===== src/rtl/process2_monitor_ctrl.sv =====
// process2_monitor_ctrl: initiator-side sequencer for the process monitor 2 macro.
// Optional build macro PM_CTRL_SKIP_UNUSED_EN drains only channels whose use_ro bit is set.
module process2_monitor_ctrl #(
  parameter int NB_MONITOR    = 43,
  parameter int COUNT_W       = 16,
  parameter int TARGET_W      = 4,
  parameter int TIMEOUT_W     = 24,
  parameter int SETTLE_CYCLES = 2,
  parameter int COOL_CYCLES   = 4
) (
  input  logic                          clock,
  input  logic                          reset,
  input  logic                          req_valid,
  output logic                          req_ready,
  input  logic [TARGET_W-1:0]           req_target,
  input  logic [NB_MONITOR-1:0]         req_use,
  input  logic [TIMEOUT_W-1:0]          cfg_timeout,
  output logic                          pm_enable,
  output logic [TARGET_W-1:0]           pm_target,
  output logic [NB_MONITOR-1:0]         pm_use_ro,
  input  logic                          pm_valid,
  input  logic [NB_MONITOR*COUNT_W-1:0] pm_count,
  output logic                          res_valid,
  input  logic                          res_ready,
  output logic [$clog2(NB_MONITOR)-1:0] res_idx,
  output logic [COUNT_W-1:0]            res_count,
  output logic                          res_last,
  output logic                          res_err,
  output logic                          busy
);
  localparam int IDX_W = $clog2(NB_MONITOR);
  localparam logic [TIMEOUT_W-1:0] SETTLE_LAST = TIMEOUT_W'(SETTLE_CYCLES - 1);
  localparam logic [TIMEOUT_W-1:0] COOL_LAST   = TIMEOUT_W'(COOL_CYCLES - 1);

  typedef enum logic [2:0] {IDLE, SETUP, RUN, DRAIN, ERR, COOL} state_t;

  state_t                  state_q, state_d;
  logic [TIMEOUT_W-1:0]    cnt_q, cnt_d;
  logic                    req_ready_q, req_ready_d;
  logic                    busy_q, busy_d;
  logic                    pm_enable_q, pm_enable_d;
  logic [TARGET_W-1:0]     pm_target_q, pm_target_d;
  logic [NB_MONITOR-1:0]   use_q, use_d;
  logic [COUNT_W-1:0]      snap_q [NB_MONITOR];
  logic [COUNT_W-1:0]      snap_d [NB_MONITOR];
  logic                    res_valid_q, res_valid_d;
  logic [IDX_W-1:0]        res_idx_q, res_idx_d;
  logic [COUNT_W-1:0]      res_count_q, res_count_d;
  logic                    res_last_q, res_last_d;
  logic                    res_err_q, res_err_d;
  logic [IDX_W-1:0]        first_idx, next_idx, last_idx;

`ifdef PM_CTRL_SKIP_UNUSED_EN
  logic found_first, found_next;

  // next_idx is the lowest used channel strictly above the beat currently presented
  always_comb begin
    first_idx   = '0;
    next_idx    = '0;
    last_idx    = '0;
    found_first = 1'b0;
    found_next  = 1'b0;
    for (int unsigned i = 0; i < NB_MONITOR; i++) begin
      if (use_q[i]) begin
        last_idx = IDX_W'(i);
        if (!found_first) begin
          first_idx   = IDX_W'(i);
          found_first = 1'b1;
        end
        if (!found_next && (IDX_W'(i) > res_idx_q)) begin
          next_idx   = IDX_W'(i);
          found_next = 1'b1;
        end
      end
    end
  end
`else
  assign first_idx = '0;
  assign last_idx  = IDX_W'(NB_MONITOR - 1);
  assign next_idx  = res_idx_q + IDX_W'(1);
`endif

  always_comb begin
    state_d     = state_q;
    cnt_d       = cnt_q;
    pm_target_d = pm_target_q;
    use_d       = use_q;
    snap_d      = snap_q;
    res_valid_d = res_valid_q;
    res_idx_d   = res_idx_q;
    res_count_d = res_count_q;
    res_last_d  = res_last_q;
    res_err_d   = res_err_q;
    unique case (state_q)
      IDLE: begin
        if (req_valid && req_ready_q) begin
          pm_target_d = req_target;
          use_d       = req_use;
          cnt_d       = '0;
          if (req_use == '0) begin
            state_d     = ERR;
            res_valid_d = 1'b1;
            res_err_d   = 1'b1;
            res_idx_d   = '0;
            res_count_d = '0;
            res_last_d  = 1'b1;
          end else begin
            state_d = SETUP;
          end
        end
      end
      SETUP: begin
        if (cnt_q == SETTLE_LAST) begin
          state_d = RUN;
          cnt_d   = '0;
        end else begin
          cnt_d = cnt_q + TIMEOUT_W'(1);
        end
      end
      RUN: begin
        if (pm_valid) begin
          for (int unsigned i = 0; i < NB_MONITOR; i++) begin
            snap_d[i] = pm_count[i*COUNT_W +: COUNT_W];
          end
          state_d     = DRAIN;
          res_valid_d = 1'b1;
          res_err_d   = 1'b0;
          res_idx_d   = first_idx;
          res_count_d = snap_d[first_idx];
          res_last_d  = (first_idx == last_idx);
        end else if ((cfg_timeout != '0) && (cnt_q == cfg_timeout - TIMEOUT_W'(1))) begin
          state_d     = ERR;
          res_valid_d = 1'b1;
          res_err_d   = 1'b1;
          res_idx_d   = '0;
          res_count_d = '0;
          res_last_d  = 1'b1;
        end else begin
          cnt_d = cnt_q + TIMEOUT_W'(1);
        end
      end
      DRAIN: begin
        if (res_valid_q && res_ready) begin
          if (res_last_q) begin
            state_d     = COOL;
            cnt_d       = '0;
            res_valid_d = 1'b0;
            res_last_d  = 1'b0;
          end else begin
            res_idx_d   = next_idx;
            res_count_d = snap_q[next_idx];
            res_last_d  = (next_idx == last_idx);
          end
        end
      end
      ERR: begin
        if (res_valid_q && res_ready) begin
          state_d     = COOL;
          cnt_d       = '0;
          res_valid_d = 1'b0;
          res_last_d  = 1'b0;
          res_err_d   = 1'b0;
        end
      end
      COOL: begin
        if (cnt_q == COOL_LAST) begin
          state_d = IDLE;
        end else begin
          cnt_d = cnt_q + TIMEOUT_W'(1);
        end
      end
      default: state_d = IDLE;
    endcase
    req_ready_d = (state_d == IDLE);
    busy_d      = (state_d != IDLE);
    pm_enable_d = (state_d == RUN);
  end

  always_ff @(posedge clock) begin
    if (reset) begin
      state_q     <= IDLE;
      cnt_q       <= '0;
      req_ready_q <= 1'b0;
      busy_q      <= 1'b0;
      pm_enable_q <= 1'b0;
      pm_target_q <= '0;
      use_q       <= '0;
      res_valid_q <= 1'b0;
      res_idx_q   <= '0;
      res_count_q <= '0;
      res_last_q  <= 1'b0;
      res_err_q   <= 1'b0;
      for (int unsigned i = 0; i < NB_MONITOR; i++) begin
        snap_q[i] <= '0;
      end
    end else begin
      state_q     <= state_d;
      cnt_q       <= cnt_d;
      req_ready_q <= req_ready_d;
      busy_q      <= busy_d;
      pm_enable_q <= pm_enable_d;
      pm_target_q <= pm_target_d;
      use_q       <= use_d;
      res_valid_q <= res_valid_d;
      res_idx_q   <= res_idx_d;
      res_count_q <= res_count_d;
      res_last_q  <= res_last_d;
      res_err_q   <= res_err_d;
      snap_q      <= snap_d;
    end
  end

  assign req_ready = req_ready_q;
  assign busy      = busy_q;
  assign pm_enable = pm_enable_q;
  assign pm_target = pm_target_q;
  assign pm_use_ro = use_q;
  assign res_valid = res_valid_q;
  assign res_idx   = res_idx_q;
  assign res_count = res_count_q;
  assign res_last  = res_last_q;
  assign res_err   = res_err_q;

endmodule


===== config.mk =====
export PLATFORM = sky130hd
export DESIGN_NAME = process2_monitor_ctrl
export DESIGN_NICKNAME = d
export VERILOG_FILES = /design/src/rtl/process2_monitor_ctrl.sv
export SDC_FILE = /design/constraint.sdc
export NUM_CORES = 2
export LEC_CHECK = 0
export ABC_AREA = 1
export BUFFER_PORTS_ARGS = -buffer_cell sky130_fd_sc_hd__buf_4
export CAP_MARGIN = 20
export CORE_AREA = 2 2 327 329
export CTS_CLUSTER_DIAMETER = 60
export CTS_CLUSTER_SIZE = 30
export DETAILED_ROUTE_END_ITERATION = 12
export DIE_AREA = 0 0 329 331
export HOLD_SLACK_MARGIN = 0.06
export SLEW_MARGIN = 10
export SYNTH_ARGS = -nofsm -noshare
export SYNTH_HDL_FRONTEND = slang
export SYNTH_SLANG_ARGS = --single-unit

===== constraint.sdc =====
create_clock -name clock -period 5.88 [get_ports clock]
set_clock_uncertainty 0.15 [all_clocks]
set_input_delay 1.176 -clock clock [delete_from_list [all_inputs] [get_ports clock]]
set_output_delay 1.176 -clock clock [all_outputs]
set_load 0.05 [all_outputs]

# Word level (Yosys, flattened, before mapping)
# Cells that the tools add are included.
[classes]
n_mux = 49
shift = 0
multipliers = 0
bitwise = 1
div_mod_pow = 0
reduce_logical = 19
n_eq_ne = 20
order_cmp = 1
n_addsub = 3
[ops]
columns = ["op", "count"]
rows = [
  ["$mux W24", 8],
  ["$pmux W24 S6", 1],
  ["$mux W16", 8],
  ["$bmux W16 S6", 1],
  ["$pmux W16 S3", 1],
  ["$logic_not A43 Y1", 1],
  ["$mux W6", 6],
  ["$mux W3", 9],
  ["$add A24 B1 Y24 const B", 1],
  ["$eq A24 B1 Y1 const B", 1],
  ["$eq A24 B2 Y1 const B", 1],
  ["$eq A24 B24 Y1", 1],
  ["$reduce_bool A24 Y1", 1],
  ["$sub A24 B1 Y24 const B", 1],
  ["$ne A2 B2 Y1 const B", 9],
  ["$pmux W3 S6", 1],
  ["$pmux W6 S3", 1],
  ["$reduce_and A6 Y1", 2],
  ["$mux W1", 10],
  ["$eq A3 B2 Y1 const B", 3],
  ["$reduce_bool A3 Y1", 3],
  ["$pmux W1 S4", 2],
  ["$reduce_and A8 Y1", 1],
  ["$ge A7 B7 Y1 const B", 1],
  ["other kinds (14)", 19],
]
[word_totals]
memories = 0
reg_bits = 790
output_inout_bits = 75
elab_cells = 148
ram_bits = 0
romBits = 0
input_bits = 764
latch_bits = 0

# Depth between registers and ports, before layout
[logic_depth]
ltp_word = 8
ltp_mapped = 18
depth_no_buf = 18

# Worst setup path after synthesis
# Ideal clock, no wire load.
[synth_timing]
path_kind = "input to register"
startpoint = "input cfg_timeout[0]"
endpoint = "register res_idx_q[4], in the netlist res_idx[4]"
setup_time_ns = 0.128
cell_stages = 18
arrival_time_ns = 2.946
n_path_buf = 1
t_required_ns = 5.602
setup_slack_ns = 2.657
cell_sequence = "inv_1 ha_1 nand2_4 nor2_8 nand3_1 nand2_1 nand2_1 nand2_1 nand2_1 inv_1 nand2_1 nor2_4 nand2_4 nand2_2 nand3_2 buf_2 o21ai_2 nor2_1"
[synth_between]
elab_chain_cells = 5
word_cells_on_any_way = 6
classes_between = "add/sub: 1; eq/ne: 2; reduce/logical: 3"
[synth_lines]
columns = ["element", "line_no", "source"]
rows = [
  ["start, declared", "17", "input logic [TIMEOUT_W-1:0] cfg_timeout,"],
  ["$sub A24 B1 Y24", "131", "end else if ((cfg_timeout != '0) && (cnt_q == cfg_timeout - TIMEOUT_W'(1))) begin"],
  ["$eq A24 B24 Y1", "131", ""],
  ["$logic_and A1 B1 Y1 (*)", "131", ""],
  ["$ne A3 B3 Y1 (no line) (*)", "-", ""],
  ["$reduce_and A6 Y1 (no line) (*)", "-", ""],
  ["end signal, assigned", "205", "res_idx_q <= res_idx_d;"],
  ["end, declared", "47", "logic [IDX_W-1:0] res_idx_q, res_idx_d;"],
]
# Every way passes the cells marked *; elsewhere a longest branch is shown, timed or not.
# A chain may end at the register's enable or synchronous reset.

# Worst setup path in the final report
[layout_timing]
startpoint = "register res_idx_q[0], in the netlist res_idx[0]"
endpoint = "register res_count_q[10], in the netlist res_count[10]"
[layout_between]
elab_chain_cells = 8
[layout_lines]
columns = ["element", "line_no", "source"]
rows = [
  ["$add A6 B1 Y6", "80", "assign next_idx = res_idx_q + IDX_W'(1);"],
  ["$not A6 Y7 (implied by the code)", "151", "res_count_d = snap_q[next_idx];"],
  ["$bmux W16 S6", "151", ""],
  ["$mux W16 (implied by the code) (2 in series)", "151", ""],
  ["$mux W16", "144", "if (res_last_q) begin"],
  ["$mux W16", "143", "if (res_valid_q && res_ready) begin"],
  ["$pmux W16 S3", "94", "unique case (state_q)"],
  ["end signal, assigned", "206", "res_count_q <= res_count_d;"],
  ["end, declared", "48", "logic [COUNT_W-1:0] res_count_q, res_count_d;"],
]
# No other way between the ends. The select of a mux whose other input is x is not followed.

==> results.toml <==
[setup_path]
critPathLaunchType = "flop"
critPathCapture = "res_count[10]$_SDFFE_PP0P_"
r2r_start = "res_idx[0]$_SDFFE_PP0P_"
worst_ep_required_time_ps = 6300
r2r_cells = 12
criticalPathCategory = "flop to flop"
cp-end-kind = "flop"
cp.arrival_ps = 4180
setup.worst_path.start = "res_idx[0]$_SDFFE_PP0P_"
reg2reg_slack_ps = 2120
crit_path_max_fanout = 85
rr_endpoint = "res_count[10]$_SDFFE_PP0P_"

[floorplanning]
die_y_um = 331
rows = 119
ios = 839
start_util = 0.340
core-area_sq_um = 105000
die-area_sq_um = 109000
die_w_um = 329

[pwr]
p_switching_mw = 3.94
power_frac_clock = 0.413
total_power_mw = 13.1
switching_share = 0.301
vdd_ir_drop_max_v = 0.000211
p_int_mw = 9.17
power.share.sequential = 0.439
comb_power_share = 0.147
p_per_area_nw_per_um2 = 288
p_leak_nw = 18.7

[synthesis]
synthTopCellsByCount = "nor2_1, o21ai_0, dfxtp_1"
syn_inst = 5121
seq_area_frac_synth = 0.443
yosysMostFrequentCell = "nor2_1"
synthDistinctLibCells = 41
async_flop_share = 0
synth_area_leader_cell = "dfxtp_1"
synth_top_area_frac = 0.443
yosys_most_used_dff = "dfxtp_1"
syn_avg_cell_area_sq_um = 6.97
syn_area_sq_um = 35700
synth_edf_count = 0
yosysWarnings = 0
synth_fp_nets = 5890
synth_area_leaders = "dfxtp_1, o21ai_0, nor2_1"
ys_seq_elements = 790

[clock_tree]
path_clk_slew_ps = 80
postCtsSetupBuffers = 0
numCtsBuffers = 75
cts_root_buf = "clkbuf_16"
cts_tree = "done"
cts_hold_buf = 0
ctsResizeCount = 0
clockBufferDepth = 3
htreeDepth = 3
clock-sinks = 790
clk_latency_ps = 660

[finish]
multi_input_area_sq_um = 16800
drive_gt1_frac = 0.187
fillers = 11000
design_area_sq_um = 45500
seqCellArea_sq_um = 15800
fin_cells = 7134
nNetsFinal = 6425
area_delta_synth_final_pct = 27.4
final_core_util = 0.433

[route]
wl_per_cell_um = 22.0
drc = 0
totalWireLength_um = 157000
drt_iter0_drc = 3654
vias_per_cell = 5.22
ant_nets = 0
vias = 37200
firstDrtPassIters = 6

[timing]
slew_violations = 0
fin_tns_setup_ps = 0
fin_ws_ps = 2120
max_freq_mhz = 266
final-setup-viol-count = 0
rsz0062_at_grt = "false"
max_slew_margin = 0.198
fin_crit_sh = 0.639
worst_pin_slew_ps = 1190
post-route-min-period_ps = 3760
whs_ps = 298
hold_viol = 0

[placement]
pre_cts_ws_ps = 1780
dpl_cell_area_sq_um = 42600
dp.cells = 6969
hpwl_um = 113000
gp_congestion = 0.928
portBuffers = 838

[global_route]
gr-usage-all-layers = 0.274
antenna_found_initial = 30
grt_pass1_vias = 34900
grt_pass1_wl_um = 225000
grt_max_degree = 222
grt_overflow_total = 0

[worst_hold_path]
hold_class = "flop to flop"
whs_path_depth = 2

[outcome]
status = "finished clean"

[run]
max_cap_violations = 0
[flip-flops by register name, indices dropped and copies added, names as in the netlist]
| signal | flops |
|---|---|
| req_ready | 1 |
| pm_use_ro | 43 |
| state_q | 3 |
| res_count | 16 |
| busy | 1 |
| snap_q | 688 |
| cnt_q | 24 |
| res_err | 1 |
| res_idx | 6 |
| res_valid | 1 |
| pm_target | 4 |
| res_last | 1 |
| pm_enable | 1 |
[how the worst min path moves through the flow]
| stage | start | to | slack (ps) |
|---|---|---|---|
| finish | snap_q[25]$_SDFFE_PP0P_ | snap_q[25]$_SDFFE_PP0P_ | 300 |
| global route | snap_q[227]$_SDFFE_PP0P_ | snap_q[227]$_SDFFE_PP0P_ | 320 |
| CTS | snap_q[25]$_SDFFE_PP0P_ | snap_q[25]$_SDFFE_PP0P_ | 300 |
| detailed placement | snap_q[25]$_SDFFE_PP0P_ | snap_q[25]$_SDFFE_PP0P_ | 290 |
| global placement | snap_q[16]$_SDFFE_PP0P_ | snap_q[16]$_SDFFE_PP0P_ | 280 |
| floorplan | snap_q[16]$_SDFFE_PP0P_ | snap_q[16]$_SDFFE_PP0P_ | 270 |
[metal layers]
layer / GRT usage / vias to the layer above / routed length [um]
met5: 0 / - / 69
met4: 0.129 / 10 / 6530
met1: 0.361 / 17600 / 67000
met2: 0.442 / 1271 / 73600
li1: - / 18200 / -
met3: 0.0396 / 230 / 9580
[layout by cell type (no fill, tap or decap), types with 8 or more instances in the layout]
| cell type | n |
|---|---|
| buf_12 | 13 |
| clkinv_8 | 11 |
| o211ai_1 | 160 |
| a21oi_1 | 535 |
| nor2_1 | 938 |
| nor3_1 | 14 |
| nand3_1 | 352 |
| a22oi_1 | 16 |
| buf_4 | 866 |
| dfxtp_1 | 789 |
| clkbuf_16 | 78 |
| xor2_1 | 30 |
| inv_6 | 12 |
| inv_12 | 8 |
| inv_8 | 11 |
| nor2_2 | 12 |
| nand4_1 | 26 |
| inv_1 | 380 |
| diode_2 | 24 |
| nor4_1 | 14 |
| nand2_1 | 425 |
| o21ai_0 | 933 |
| xnor2_1 | 11 |
[worst max-delay path, cell delays in order (launching register included)]
cell and delay, ps:
dfxtp_4 430, buf_4 630, buf_4 770, o21ai_0 380
nand3_1 210, nand3_1 180, nand3_1 220, nand3_1 160
nand2_1 90, nand2_1 50, nand2_1 60, nand3_1 80
a21oi_1 150
[final cells by class]
cell class | count | area share
antenna | 24 | 0.00132
tap | 1391 | 0.0383
clock buffer | 83 | 0.0440
timing repair buffer | 881 | 0.150
sequential | 790 | 0.348
clock inverter | 57 | 0.0164
inverter | 393 | 0.0328
multi-input combinational | 3515 | 0.370
[power by group through the flow]
stage	clock network [mW]	logic, mW	registers [mW]
floorplan	0	0.850	6.03
CTS	5.52	1.93	5.75
finish	5.42	1.93	5.76
global route	5.72	2.10	5.78
detailed placement	0	1.93	5.88
global placement	0	1.92	5.87
[logic make-up after synthesis]
kind of cell / Yosys count / share of synthesized area
and+or+nand+nor: 1804 / 0.210
AOI/OAI and AO/OA: 1663 / 0.247
buffers and inverters: 816 / 0.0873
DFF: 790 / 0.443
xor gates and xnor gates: 43 / 0.0106
adders and majority gates: 5 / 0.00175
Note: power is estimated with default switching activity, not from simulation.
